===== src/rtl/if_id_fetch_stage_pkg.sv =====
// Shared constants for the IF/ID fetch stage: FSM state encodings, the NOP
// encoding and the saturating-counter helper.
package if_id_fetch_stage_pkg;

  typedef enum logic [1:0] {
    ST_BOOT  = 2'b00,
    ST_RUN   = 2'b01,
    ST_STALL = 2'b10,
    ST_FLUSH = 2'b11
  } fetch_state_e;

  localparam logic [31:0] NOP_INSTR = 32'h0000_0000;
  localparam logic [15:0] CNT_MAX   = 16'hFFFF;
  localparam logic [31:0] PC_STEP   = 32'd4;
  localparam logic [31:0] PC_ALIGN  = 32'hFFFF_FFFC;

  function automatic logic [15:0] sat_inc(input logic [15:0] value);
    return (value == CNT_MAX) ? value : value + 16'd1;
  endfunction

endpackage


===== src/rtl/pc_register.sv =====
// Program counter: 32-bit register with load enable and asynchronous
// active-low reset to RESET_PC.
module pc_register #(
  parameter logic [31:0] RESET_PC = 32'h0000_0000
) (
  input  logic        clk,
  input  logic        rst_n,
  input  logic        i_en,
  input  logic [31:0] i_load_value,
  output logic [31:0] o_pc
);

  logic [31:0] r_pc;

  // NOTE: sequential state uses non-blocking assignments so every flop samples
  // pre-edge values, independent of always-block evaluation order.
  always_ff @(posedge clk or negedge rst_n) begin
    if (!rst_n) begin
      r_pc <= RESET_PC;
    end else if (i_en) begin
      r_pc <= i_load_value;
    end
  end

  assign o_pc = r_pc;

endmodule


===== src/rtl/if_id_fetch_stage.sv =====
// Instruction fetch stage with IF/ID pipeline register, hazard-driven
// stall/flush control and saturating stall/flush event counters.
module if_id_fetch_stage
  import if_id_fetch_stage_pkg::*;
#(
  parameter logic [31:0] RESET_PC = 32'h0000_0000
) (
  input  logic        clk,
  input  logic        rst_n,
  input  logic        pc_write,
  input  logic        IF_ID_write,
  input  logic        flush,
  input  logic [31:0] redirect_target,
  input  logic [31:0] imem_instr,
  output logic [31:0] pc,
  output logic [31:0] IF_ID_instr,
  output logic [31:0] IF_ID_pc4,
  output logic        IF_ID_valid,
  output logic [15:0] stall_count,
  output logic [15:0] flush_count,
  output logic [1:0]  fetch_state
);

  fetch_state_e r_state;
  logic [31:0]  r_instr;
  logic [31:0]  r_pc4;
  logic         r_valid;
  logic [15:0]  r_stall_count;
  logic [15:0]  r_flush_count;

  logic [31:0]  w_pc;
  logic [31:0]  w_pc_plus4;
  logic         w_stall;
  logic         w_pc_en;
  logic [31:0]  w_pc_load;

  pc_register #(
    .RESET_PC (RESET_PC)
  ) u_pc_register (
    .clk          (clk),
    .rst_n        (rst_n),
    .i_en         (w_pc_en),
    .i_load_value (w_pc_load),
    .o_pc         (w_pc)
  );

  assign w_pc_plus4 = w_pc + PC_STEP;
  assign w_stall    = !pc_write || !IF_ID_write;

  // NOTE: every always_comb output gets a default first so no path can leave
  // it unassigned and infer a latch.
  always_comb begin
    w_pc_en   = 1'b0;
    w_pc_load = w_pc_plus4;
    if (r_state != ST_BOOT) begin
      if (w_stall) begin
        w_pc_en = pc_write;
      end else if (flush) begin
        w_pc_en   = 1'b1;
        w_pc_load = redirect_target & PC_ALIGN;
      end else begin
        w_pc_en = 1'b1;
      end
    end
  end

  // NOTE: the asynchronous reset clears every control and pipeline flop, so a
  // stall or flush in flight is simply dropped and BOOT runs on the next edge.
  always_ff @(posedge clk or negedge rst_n) begin
    if (!rst_n) begin
      r_state       <= ST_BOOT;
      r_instr       <= NOP_INSTR;
      r_pc4         <= '0;
      r_valid       <= 1'b0;
      r_stall_count <= '0;
      r_flush_count <= '0;
    end else if (r_state == ST_BOOT) begin
      r_state <= ST_RUN;
      r_instr <= NOP_INSTR;
      r_pc4   <= '0;
      r_valid <= 1'b0;
    end else if (w_stall) begin
      // Stall wins over flush; a flush raised now must be re-presented.
      r_state       <= ST_STALL;
      r_stall_count <= sat_inc(r_stall_count);
      if (IF_ID_write) begin
        r_instr <= imem_instr;
        r_pc4   <= w_pc_plus4;
        r_valid <= 1'b1;
      end
    end else if (flush) begin
      r_state       <= ST_FLUSH;
      r_flush_count <= sat_inc(r_flush_count);
      r_instr       <= NOP_INSTR;
      r_pc4         <= '0;
      r_valid       <= 1'b0;
    end else begin
      r_state <= ST_RUN;
      r_instr <= imem_instr;
      r_pc4   <= w_pc_plus4;
      r_valid <= 1'b1;
    end
  end

  assign pc          = w_pc;
  assign IF_ID_instr = r_instr;
  assign IF_ID_pc4   = r_pc4;
  assign IF_ID_valid = r_valid;
  assign stall_count = r_stall_count;
  assign flush_count = r_flush_count;
  assign fetch_state = r_state;

endmodule

===== config.mk =====
export PLATFORM = sky130hd
export DESIGN_NAME = if_id_fetch_stage
export DESIGN_NICKNAME = d
export VERILOG_FILES = /design/src/rtl/if_id_fetch_stage_pkg.sv /design/src/rtl/pc_register.sv /design/src/rtl/if_id_fetch_stage.sv
export SDC_FILE = /design/constraint.sdc
export NUM_CORES = 1
export LEC_CHECK = 0
export BUFFER_PORTS_ARGS = -buffer_cell sky130_fd_sc_hd__buf_4
export CORE_MARGIN = 1.5
export CORE_UTILIZATION = 40
export DETAILED_ROUTE_END_ITERATION = 12
export GPL_TIMING_DRIVEN = 0
export PLACE_DENSITY = 0.76
export SYNTH_ARGS = -nofsm -noshare
export SYNTH_HDL_FRONTEND = slang
export SYNTH_SLANG_ARGS = --single-unit
export TNS_END_PERCENT = 100

===== constraint.sdc =====
create_clock -name clk -period 2.7 [get_ports clk]
set_input_delay 0.27 -clock clk [delete_from_list [all_inputs] [get_ports clk]]
set_output_delay 0.27 -clock clk [all_outputs]
set_load 0.01 [all_outputs]

Word-level counts from Yosys, hierarchy flattened
Cells that the tools add are included.
- add/sub/neg operators: 3
- eq/ne operators: 3
- multiplexer cells: 20
- bitwise operators: 4
- reductions and logical operators: 7
- operators by type and width (cell ; count):
    $mux 32 ; 11
    $add 16x1->16 const B ; 2
    $add 32x3->32 const B ; 1
    $eq 16x16->1 const B ; 2
    $mux 1 ; 6
    $mux 2 ; 3
    $not 1->1 ; 4
    $reduce_and 4->1 ; 1
    $ne 3x2->1 const B ; 1
    $reduce_and 3->1 ; 1
    $logic_not 1->1 ; 2
    $logic_not 2->1 ; 1
    $reduce_bool 2->1 ; 1
    $logic_or 1x1->1 ; 1
- register bits after elaboration: 131
- input port bits: 69
- output and inout port bits: 131
- logic and storage cells: 44

Longest topological paths before layout
Gate-level depths: netlist (run 1).
- depth after elaboration: 4
- depth in mapped cells: 8

By module
From an unflattened synthesis (run 1), not the netlist that was laid out.
- cell total of the unflattened synthesis: 605
- area, all modules: 6533.8 um2
- by module, submodules not included (module ; times used ; cells an instance ; area an instance (um2)):
    if_id_fetch_stage ; 1 ; 537 ; 5188.7
    pc_register ; 1 ; 68 ; 1345.0

Least setup slack after synthesis (run 1)
No wires, ideal clock.
- kind: register to register
- from: register u_pc_register.r_pc[2] (netlist: u_pc_register.o_pc[2])
- to: register u_pc_register.r_pc[30] (netlist: u_pc_register.o_pc[30])
- arrival: 1.911 ns
- data required time: 2.631 ns
- setup slack: 0.719 ns
- cell stages (with the launch flop): 7
- buffers on the path: 0
- cells stage by stage: dfrtp_1 -> ha_1 -> nand2_1 -> nor4_2 -> nand4_1 -> or3_1 -> nand3_1
- word-level cells in the longest chain between the ends: 4
- RTL lines (item ; line ; text):
    start, declared ; pc_register.sv:13 ; logic [31:0] r_pc;
    start signal, assigned ; pc_register.sv:21 ; r_pc <= i_load_value;
    $add 32x3->32 * ; if_id_fetch_stage.sv:47 ; assign w_pc_plus4 = w_pc + PC_STEP;
    $mux 32 ; if_id_fetch_stage.sv:58 ; end else if (flush) begin
    $mux 32 ; if_id_fetch_stage.sv:56 ; if (w_stall) begin
    $mux 32 * ; if_id_fetch_stage.sv:55 ; if (r_state != ST_BOOT) begin
Every way passes the cells marked *; elsewhere a longest branch is shown, timed or not.
A chain may end at the register's enable or synchronous reset.

Worst setup path after layout (run 1)
Same ends and word-level chain as after synthesis.

==> results of run 1 <==
==> Yosys cell counts (all sizes together), types with 7 or more instances <==
library cell	number	share of area, %
a21oi	19	1.6
nor2	27	1.7
o22ai	12	1.3
a22oi	7	0.88
a22o	33	4.9
buf	9	0.86
o21ai	42	3.5
nand2	71	4.5
dfrtp	128	54
clkbuf	29	1.9
nand4	23	2.5
nand3	31	2.8
xor2	25	3.7
and3	9	0.95
xnor2	30	4.4
nor3	10	0.84
==> layout make-up <==
class	instances	area (sq um)	share of cell area, %
sequential	128	3200	38.6
inverter	6	22.5	0.271
tap	184	230	2.77
timing repair buffer	196	1500	18.0
clock inverter	10	133	1.60
buffer	38	163	1.96
multi-input combinational	405	2570	30.9
clock buffer	22	484	5.83
==> routing by layer <==
metal	part of all wire [%]	vias to the layer above	track usage [%]
li1	-	2520	-
met1	43	2636	29.9
met2	48	188	35.4
met3	6.2	31	5.13
met4	2.8	0	10.0
met5	0	-	0
==> metrics by stage <==
step	worst slack [ns]	cell area, sq um	power (mW)	std cells
2_1_floorplan	0.719	5960	3.59	577
3_3_place_gp	0.311	7640	4.51	955
3_5_place_dp	0.341	7670	4.57	956
4_1_cts	0.317	8300	6.97	989
5_1_grt	0.0427	8300	7.29	989
6_report	0.312	8300	6.91	989
==> critical path, cell delays in order (launching register included) <==
cell and delay, ns:
dfrtp_1 0.45, ha_1 0.30, nand2_1 0.16, nor4_2 0.66
nand4_1 0.27, or3_1 0.39, nand3_1 0.08
==> flip-flops by register name, summed over array words and instances, names as in the netlist <==
signal / flops
IF_ID_instr: 32
IF_ID_pc4: 31
IF_ID_valid: 1
fetch_state: 2
flush_count: 16
stall_count: 16
u_pc_register.o_pc: 30
==> logic make-up (layout without fill, tap and decap cells) <==
logic type               count (synthesis)  count (layout)
buffers and inverters                   44             272
AND/OR/NAND/NOR                        196             196
XOR/XNOR                                55              55
flip-flops                             128             128
AO/OA/AOI/OAI                          145             145
other                                    1               2
multiplexers                             4               4
adder cells (fa/ha/maj)                  3               3
==> worst max-delay path by stage <==
stage | start | endpoint | cells past startpoint
after floorplan | u_pc_register.o_pc[2] | u_pc_register.o_pc[30] | 6
after global placement | u_pc_register.o_pc[2] | u_pc_register.o_pc[30] | 6
after detailed placement | u_pc_register.o_pc[2] | u_pc_register.o_pc[30] | 6
after CTS | u_pc_register.o_pc[2] | u_pc_register.o_pc[30] | 6
after global routing | u_pc_register.o_pc[2] | u_pc_register.o_pc[30] | 6
final | u_pc_register.o_pc[2] | u_pc_register.o_pc[30] | 6
==> power by group through the flow <==
stage	Sequential [mW]	Clock, mW	Combinational (mW)
floorplan	2.82	0	0.773
global placement	2.70	0	1.81
detailed placement	2.71	0	1.86
CTS	2.68	2.43	1.86
global route	2.75	2.52	2.02
finish	2.69	2.37	1.85
==> out/summary.txt, run 1 <==
Hold Path Stages = 2
Final Hold Fails = 0
Leakage power = 3.84 nW
Crit Reg-Reg Startpoint = u_pc_register.o_pc[2]
Die Height = 125 um
WL per Instance = 17.4 um
I/O Pins = 200
Initial antenna violation count = 0
Max_slew headroom = 44.9%
Die width = 125 um
Drt total wl = 17200 um
Starting density of the core = 41.0%
Final setup vio count = 0
Max FO, Critical Path = 7
Hpwl dp = 12300 um
Total core area = 14500 sq um
R2R cell count = 6
Fraction of registers with async set/reset = 100%
Routed Antenna Nets = 0
DRC marker count from the first detailed-route iteration = 374
Reg-to-reg endpoint = u_pc_register.o_pc[30]
CTS tree = yes
Initial DRT Pass Iterations = 5
Total negative slack = 0 ns
#FFs+latches synth = 128
Worst hold slack = 0.0747 ns
Crit path required time = 3.04 ns
Largest net degree at the start of global routing = 66
R2r setup slk = 0.31 ns
Simple-gate share of the synthesized area = 16.8%
Slew Limit Fails = 0
NetSw = 2.16 mW
Max clock buf depth = 2
Fin crit share = 88.4%
Number of inserted diodes = 0
RSZ-0062 raised after global routing = false
# port buffers = 194
Worst Max-Slew Pin Slew = 0.824 ns
Sw frac = 31.3%
Final clock skew = 0.00591 ns
Clock Sink Count = 128
Root buffer cell = clkbuf_16
Setup bufs post-CTS = 0
Total GRT Usage = 22.5%
Hold Crit Start = imem_instr[4]
Seq/Total Area, Yosys = 53.8%
Most frequent cells in the layout = buf_4, dfrtp_1, nand2_1
Max IR drop VDD = 0.487 mV
GPL Wtd Cong = 0.839
Commonest non-fill, non-tap cell in the layout = buf_4
CTS Hold Bufs = 1
Row cnt = 44
Reg clk slew, reported paths = 0.06 ns
Final Critical Period = 2.39 ns
Largest family of logic cells by synthesized area = simple AND/OR/NAND/NOR gates
Reg power frac = 38.9%
Clk pwr share = 34.3%
Fin util = 57.1%
Post-route DRC = 0
Cells after Synth = 576
Count of cell types in the netlist = 53
Pwr dens = 832 nW/um^2
P&R area growth vs syn = 39.5%
Synth Area in XOR/XNOR = 8.09%
Max Cap Violations = 0
Adder-cell share of the synthesized area = 0.631%
Crit start category = flop
Primary FF master, synth = dfrtp_1
Fillers = 1314
Mapped cell area = 5950 sq um
Clk_lat worst skew = 0.41 ns
Internal Dissipation = 4.74 mW
Vias/cell = 5.43
Global-route wire length before repair = 27900 um
CP endpoint kind = flop
Crit path DAT = 2.73 ns
H-tree lvl count = 4
Hold endpoint = IF_ID_instr[4]
Post-synthesis mux area share = 0.757%
Vias in the first global route = 5280
Share of layout cells above drive strength 1 = 30.8%
Synth Area in Compound Gates = 16.7%
DR vias = 5375
Final #Nets = 864
# resized after CTS = 0
Grt ovf = 0
Synthesized area per cell = 10.3 sq um
Die Area = 15600 sq um
Number of synthesized flops with an enable pin = 0
Worst hold path type = input port to flop
Number of buffers created by CTS = 17
Fmax = 419 MHz
Crit path kind = flop to flop
Status = complete, no violations
YS warnings = 0
Combinational share of power = 26.8%
(Power assumes the default switching activity.)
==> run 2, diff against run 1 <==
PLACE_DENSITY = not set   (was 0.76)
PLACE_DENSITY_LB_ADDON = 0.05   (was not set)
==> run 2 against run 1 <==
- via count down 1.2%
- clock power is 2% lower
- clock skew increased by 0.0028 ns
- sequential power about the same
- hold slack worse by 0.0091 ns
- cell count is the same
- critical endpoint unchanged
- largest power group unchanged
==> out/summary.txt, run 2 (synthesis gave the netlist of run 1 again) <==
Status = complete, no violations
Die width = 125 um (unchanged)
Share of layout cells above drive strength 1 = 30.9% (+0.12 points)
Clk_lat worst skew = 0.42 ns (about the same)
DRC marker count from the first detailed-route iteration = 392 (+4.8%)
Worst hold path type = input port to flop
Leakage power = 3.83 nW (-0.25%)
Drt total wl = 17300 um (+0.54%)
H-tree lvl count = 4 (unchanged)
Die Height = 125 um (unchanged)
Final Critical Period = 2.44 ns (+0.0515 ns)
Final instance area = 8280 sq um (-0.26%)
Most frequent cells in the layout = buf_4, dfrtp_1, nand2_1
Slew Limit Fails = 0 (unchanged)
Fmax = 410 MHz (-2.1%)
Fin crit share = 90.3% (+1.9 points)
DR vias = 5312 (-1.2%)
P&R area growth vs syn = 39.1%
# port buffers = 194 (unchanged)
Max Cap Violations = 0 (unchanged)
Row cnt = 44 (unchanged)
CTS tree = yes
Total core area = 14500 sq um (unchanged)
Root buffer cell = clkbuf_16
Crit path kind = flop to flop
Max IR drop VDD = 0.548 mV (+12%)
Initial DRT Pass Iterations = 5 (unchanged)
Crit path DAT = 2.79 ns (+0.06 ns)
Post-route DRC = 0 (unchanged)
Final Hold Fails = 0 (unchanged)
CP endpoint kind = flop
Grt ovf = 0 (unchanged)
Max clock buf depth = 2 (unchanged)
Vias/cell = 5.37 (-1.2%)
Final #Nets = 864 (unchanged)
Die Area = 15600 sq um (unchanged)
Starting density of the core = 41.0% (unchanged)
Clock Sink Count = 128 (unchanged)
Max reg flops = 32 (unchanged)
Crit path from = u_pc_register.o_pc[2]
Largest net degree at the start of global routing = 76 (+15%)
# resized after CTS = 0 (unchanged)
CTS Hold Bufs = 1 (unchanged)
Worst Max-Slew Pin Slew = 0.786 ns (-0.0379 ns)
Total GRT Usage = 22.4% (-0.12 points)
Crit path required time = 3.05 ns (about the same)
Vias in the first global route = 5312 (+0.61%)
Reg clk slew, reported paths = 0.06 ns (about the same)
Hpwl dp = 12500 um (+1.5%)
Max_slew headroom = 47.4% (+2.5 points)
Final clock skew = 0.00866 ns (+0.00275 ns)
Crit Reg-Reg Startpoint = u_pc_register.o_pc[2]
Routed Antenna Nets = 0 (unchanged)
Final setup vio count = 0 (unchanged)
I/O Pins = 200 (unchanged)
Setup bufs post-CTS = 0 (unchanged)
Crit start category = flop
Total negative slack = 0 ns (unchanged)
Global-route wire length before repair = 27500 um (-1.3%)
Pwr dens = 829 nW/um^2 (-0.37%)
Hold Crit Start = redirect_target[16]
Number of inserted diodes = 0 (unchanged)
Placed cell area = 7670 sq um (unchanged)
Number of buffers created by CTS = 17 (unchanged)
Max FO, Critical Path = 7 (unchanged)
RSZ-0062 raised after global routing = false
WL per Instance = 17.5 um (+0.54%)
GPL Wtd Cong = 0.868 (+3.4%)
Initial antenna violation count = 0 (unchanged)
Commonest non-fill, non-tap cell in the layout = buf_4
## run 2: where the power goes
part           switching [mW]  internal [mW]  total, mW
Combinational           0.931          0.914       1.85
Clock                   0.945           1.39       2.33
Sequential              0.398           2.29       2.68
## run 2: critical path, cell delays in order, from the launching register on
cell	delay (ns)
dfrtp_1	0.47
ha_1	0.32
nand2_1	0.15
nor4_2	0.67
nand4_1	0.27
or3_1	0.40
nand3_1	0.10
## run 2: per-stage QoR
| step | util, % | setup WS, ns | hold slack (ns) | instances | power [mW] |
|---|---|---|---|---|---|
| global placement | 52.6 | 0.329 | 0.465 | 955 | 4.52 |
| global route | 57.0 | 0.0313 | 0.0554 | 989 | 7.24 |
| floorplan | - | 0.719 | -0.0256 | 577 | 3.59 |
| CTS | 57.0 | 0.241 | 0.0510 | 989 | 6.92 |
| detailed placement | 52.8 | 0.263 | 0.269 | 956 | 4.58 |
| finish | 57.0 | 0.261 | 0.0656 | 989 | 6.86 |
## run 2: metal layers
layer | routed length (um) | global-route usage, % | share of wire [%]
met1 | 7590 | 29.1 | 44
met5 | 0 | 0 | 0
met3 | 1170 | 6.85 | 6.8
met4 | 325 | 7.35 | 1.9
met2 | 8200 | 35.8 | 47
## run 2: area by class of cell
class	count	area [sq um]
timing repair buffer	196	1500
clock inverter	15	170
sequential	128	3200
buffer	38	163
multi-input combinational	405	2570
clock buffer	17	425
fill	1308	6250
inverter	6	22.5
tap	184	230
## run 2: final timing paths
| path | endpoint | slack [ns] | cells past startpoint |
|---|---|---|---|
| worst max-delay path | u_pc_register.o_pc[30] | 0.26 | 6 |
| worst min-delay path | u_pc_register.o_pc[16] | 0.07 | 3 |
| worst max register to register | u_pc_register.o_pc[30] | 0.26 | 6 |
| worst min register to register | IF_ID_pc4[8] | 0.48 | 2 |
| max in group asynchronous | stall_count[15] | 1.58 | 3 |
| min in group asynchronous | u_pc_register.o_pc[4] | 0.37 | 2 |
==> run 3, diff against run 2 <==
CORE_ASPECT_RATIO = 1.5   (was not set)
SETUP_SLACK_MARGIN = 0.15   (was not set)
SKIP_CTS_REPAIR_TIMING = 1   (was not set)
==> run 3 against run 2 <==
- utilization rose by 0.18 points
- design area rose by 0.27%
- largest power group unchanged
- clock power barely moved
- non-clock buffer count did not move
- first-iteration DRC count fell by 41%
- clock-buffer cell count rose by 1
- cell count rose by 1.2%
- combinational power barely moved
- hold slack improved by 0.0064 ns
==> out/summary.txt, run 3 (synthesis gave the netlist of run 1 again) <==
GRT busiest layer = met2
CTS tree = yes
I/O Pins = 200 (unchanged)
Hold Crit Start = imem_instr[20]
Reg power frac = 39.2% (about the same)
Max_slew headroom = 33.7% (-14 points)
Initial DRT Pass Iterations = 4 (-1)
Status = complete, no violations
Crit start category = flop
Reg clk slew, reported paths = 0.06 ns (about the same)
DR vias = 5323 (+0.21%)
Crit path kind = flop to flop
Sw frac = 32.4% (-0.78 points)
Final Hold Fails = 0 (unchanged)
DRC marker count from the first detailed-route iteration = 232 (-41%)
Max clock buf depth = 2 (unchanged)
Number of buffers created by CTS = 17 (unchanged)
Max reg flops = 32 (unchanged)
Combinational share of power = 27.0% (about the same)
NetSw = 2.23 mW (-2.2%)
Footprint of the multi-input gates = 2580 sq um (+0.34%)
Crit path from = u_pc_register.o_pc[2]
GPL Wtd Cong = 0.843 (-2.9%)
Crit path required time = 3.00 ns (-0.05 ns)
Fin crit share = 85.3% (-5.0 points)
Critical path's slowest cell = nor2_1
Clk pwr share = 33.8% (-0.2 points)
Delay-heaviest family, CP = simple AND/OR/NAND/NOR gates
Total negative slack = 0 ns (unchanged)
Number of inserted diodes = 0 (unchanged)
Routed Antenna Nets = 0 (unchanged)
H-tree lvl count = 4 (unchanged)
CP endpoint kind = flop
FF/Latch Area = 3200 sq um (unchanged)
Fillers = 1337 (+2.2%)
Hpwl dp = 12600 um (+0.65%)
Internal Dissipation = 4.65 mW (+1.4%)
Pwr dens = 828 nW/um^2 (about the same)
Total core area = 14500 sq um (about the same)
Total power = 6.88 mW (+0.19%)
Drt total wl = 17300 um (+0.34%)
P&R area growth vs syn = 39.5%
Most frequent cells in the layout = buf_4, dfrtp_1, nand2_1
Die width = 103 um (-18%)
Final setup vio count = 0 (unchanged)
Global-route wire length before repair = 27400 um (-0.45%)
Final #Nets = 864 (unchanged)
# port buffers = 194 (unchanged)
Clk_lat worst skew = 0.42 ns (about the same)
Grt met2 use = 39.3% (+3.5 points)
Post-route DRC = 0 (unchanged)
Met1 GRT Util = 26.6% (-2.4 points)
Crit path DAT = 2.60 ns (-0.19 ns)
Slew Limit Fails = 0 (unchanged)
Row cnt = 54 (+23%)
Worst hold path type = input port to flop
Max IR drop VDD = 0.423 mV (-23%)
Max FO, Critical Path = 7 (unchanged)
RSZ-0062 raised after global routing = false
Clock Sink Count = 128 (unchanged)
WL per Instance = 17.3 um (-0.87%)
Final clock skew = 0.00805 ns (-0.000615 ns)
Die Height = 152 um (+22%)
Starting density of the core = 41.0% (about the same)
CP peak stage delay = 0.54 ns (-0.13 ns)
Root buffer cell = clkbuf_16
Final Critical Period = 2.30 ns (-0.136 ns)
Share of layout cells above drive strength 1 = 30.8% (-0.12 points)
Crit Reg-Reg Startpoint = u_pc_register.o_pc[2]
Worst Max-Slew Pin Slew = 0.992 ns (+0.206 ns)
Fmax = 434 MHz (+5.9%)
Die Area = 15600 sq um (about the same)
Vias in the first global route = 5367 (+1.0%)
Buf+Inv Stages, Crit Path = 0 (unchanged)
GRT met3 Usage = 5.92% (-0.93 points)
Max Cap Violations = 0 (unchanged)
Total GRT Usage = 22.7% (+0.34 points)
Vias/cell = 5.32 (-0.99%)
Crit path cell chain = ha_1 -> nand2_1 -> nor2_1 -> nand4_1 -> o311ai_0
Commonest non-fill, non-tap cell in the layout = buf_4
Leakage power = 3.84 nW (+0.25%)
Grt ovf = 0 (unchanged)
Largest net degree at the start of global routing = 97 (+28%)
Initial antenna violation count = 0 (unchanged)
## run 3: per-stage QoR
step,std cells,util [%],hold slack [ns],setup WS [ns],cell area (sq um)
after CTS,1000,57.0,-0.267,0.291,8280
after global placement,967,52.7,0.465,0.323,7660
after global routing,1001,57.1,0.0600,0.228,8300
after floorplan,577,-,-0.0256,0.719,5960
final,1001,57.1,0.0720,0.397,8300
after detailed placement,968,52.9,0.178,0.318,7690
## run 3: layer usage
| metal | part of all wire [%] | vias up |
|---|---|---|
| met1 | 41 | 2599 |
| met4 | 1.7 | 0 |
| met5 | 0 | - |
| met2 | 51 | 182 |
| met3 | 6.5 | 18 |
| li1 | - | 2524 |
## run 3: layout make-up
type	count	area share [%]
sequential	128	38.6
multi-input combinational	405	31.0
timing repair buffer	196	18.0
clock buffer	18	5.17
tap	196	2.95
clock inverter	14	1.99
buffer	38	1.96
inverter	6	0.271
## run 3: worst paths after layout
| path | depth (start not counted) | slack, ns | endpoint |
|---|---|---|---|
| max | 5 | 0.40 | u_pc_register.o_pc[26] |
| min | 2 | 0.07 | IF_ID_instr[20] |
| max reg2reg | 5 | 0.40 | u_pc_register.o_pc[26] |
| min reg2reg | 2 | 0.48 | IF_ID_pc4[17] |
| max in group asynchronous | 3 | 1.59 | u_pc_register.o_pc[13] |
| min in group asynchronous | 2 | 0.30 | IF_ID_instr[3] |
## run 3: power groups by stage
stage	sequential, mW	combinational (mW)	clock, mW
CTS	2.69	1.87	2.37
global route	2.75	2.05	2.45
finish	2.70	1.86	2.32
global placement	2.69	1.83	0
floorplan	2.82	0.773	0
detailed placement	2.72	1.86	0
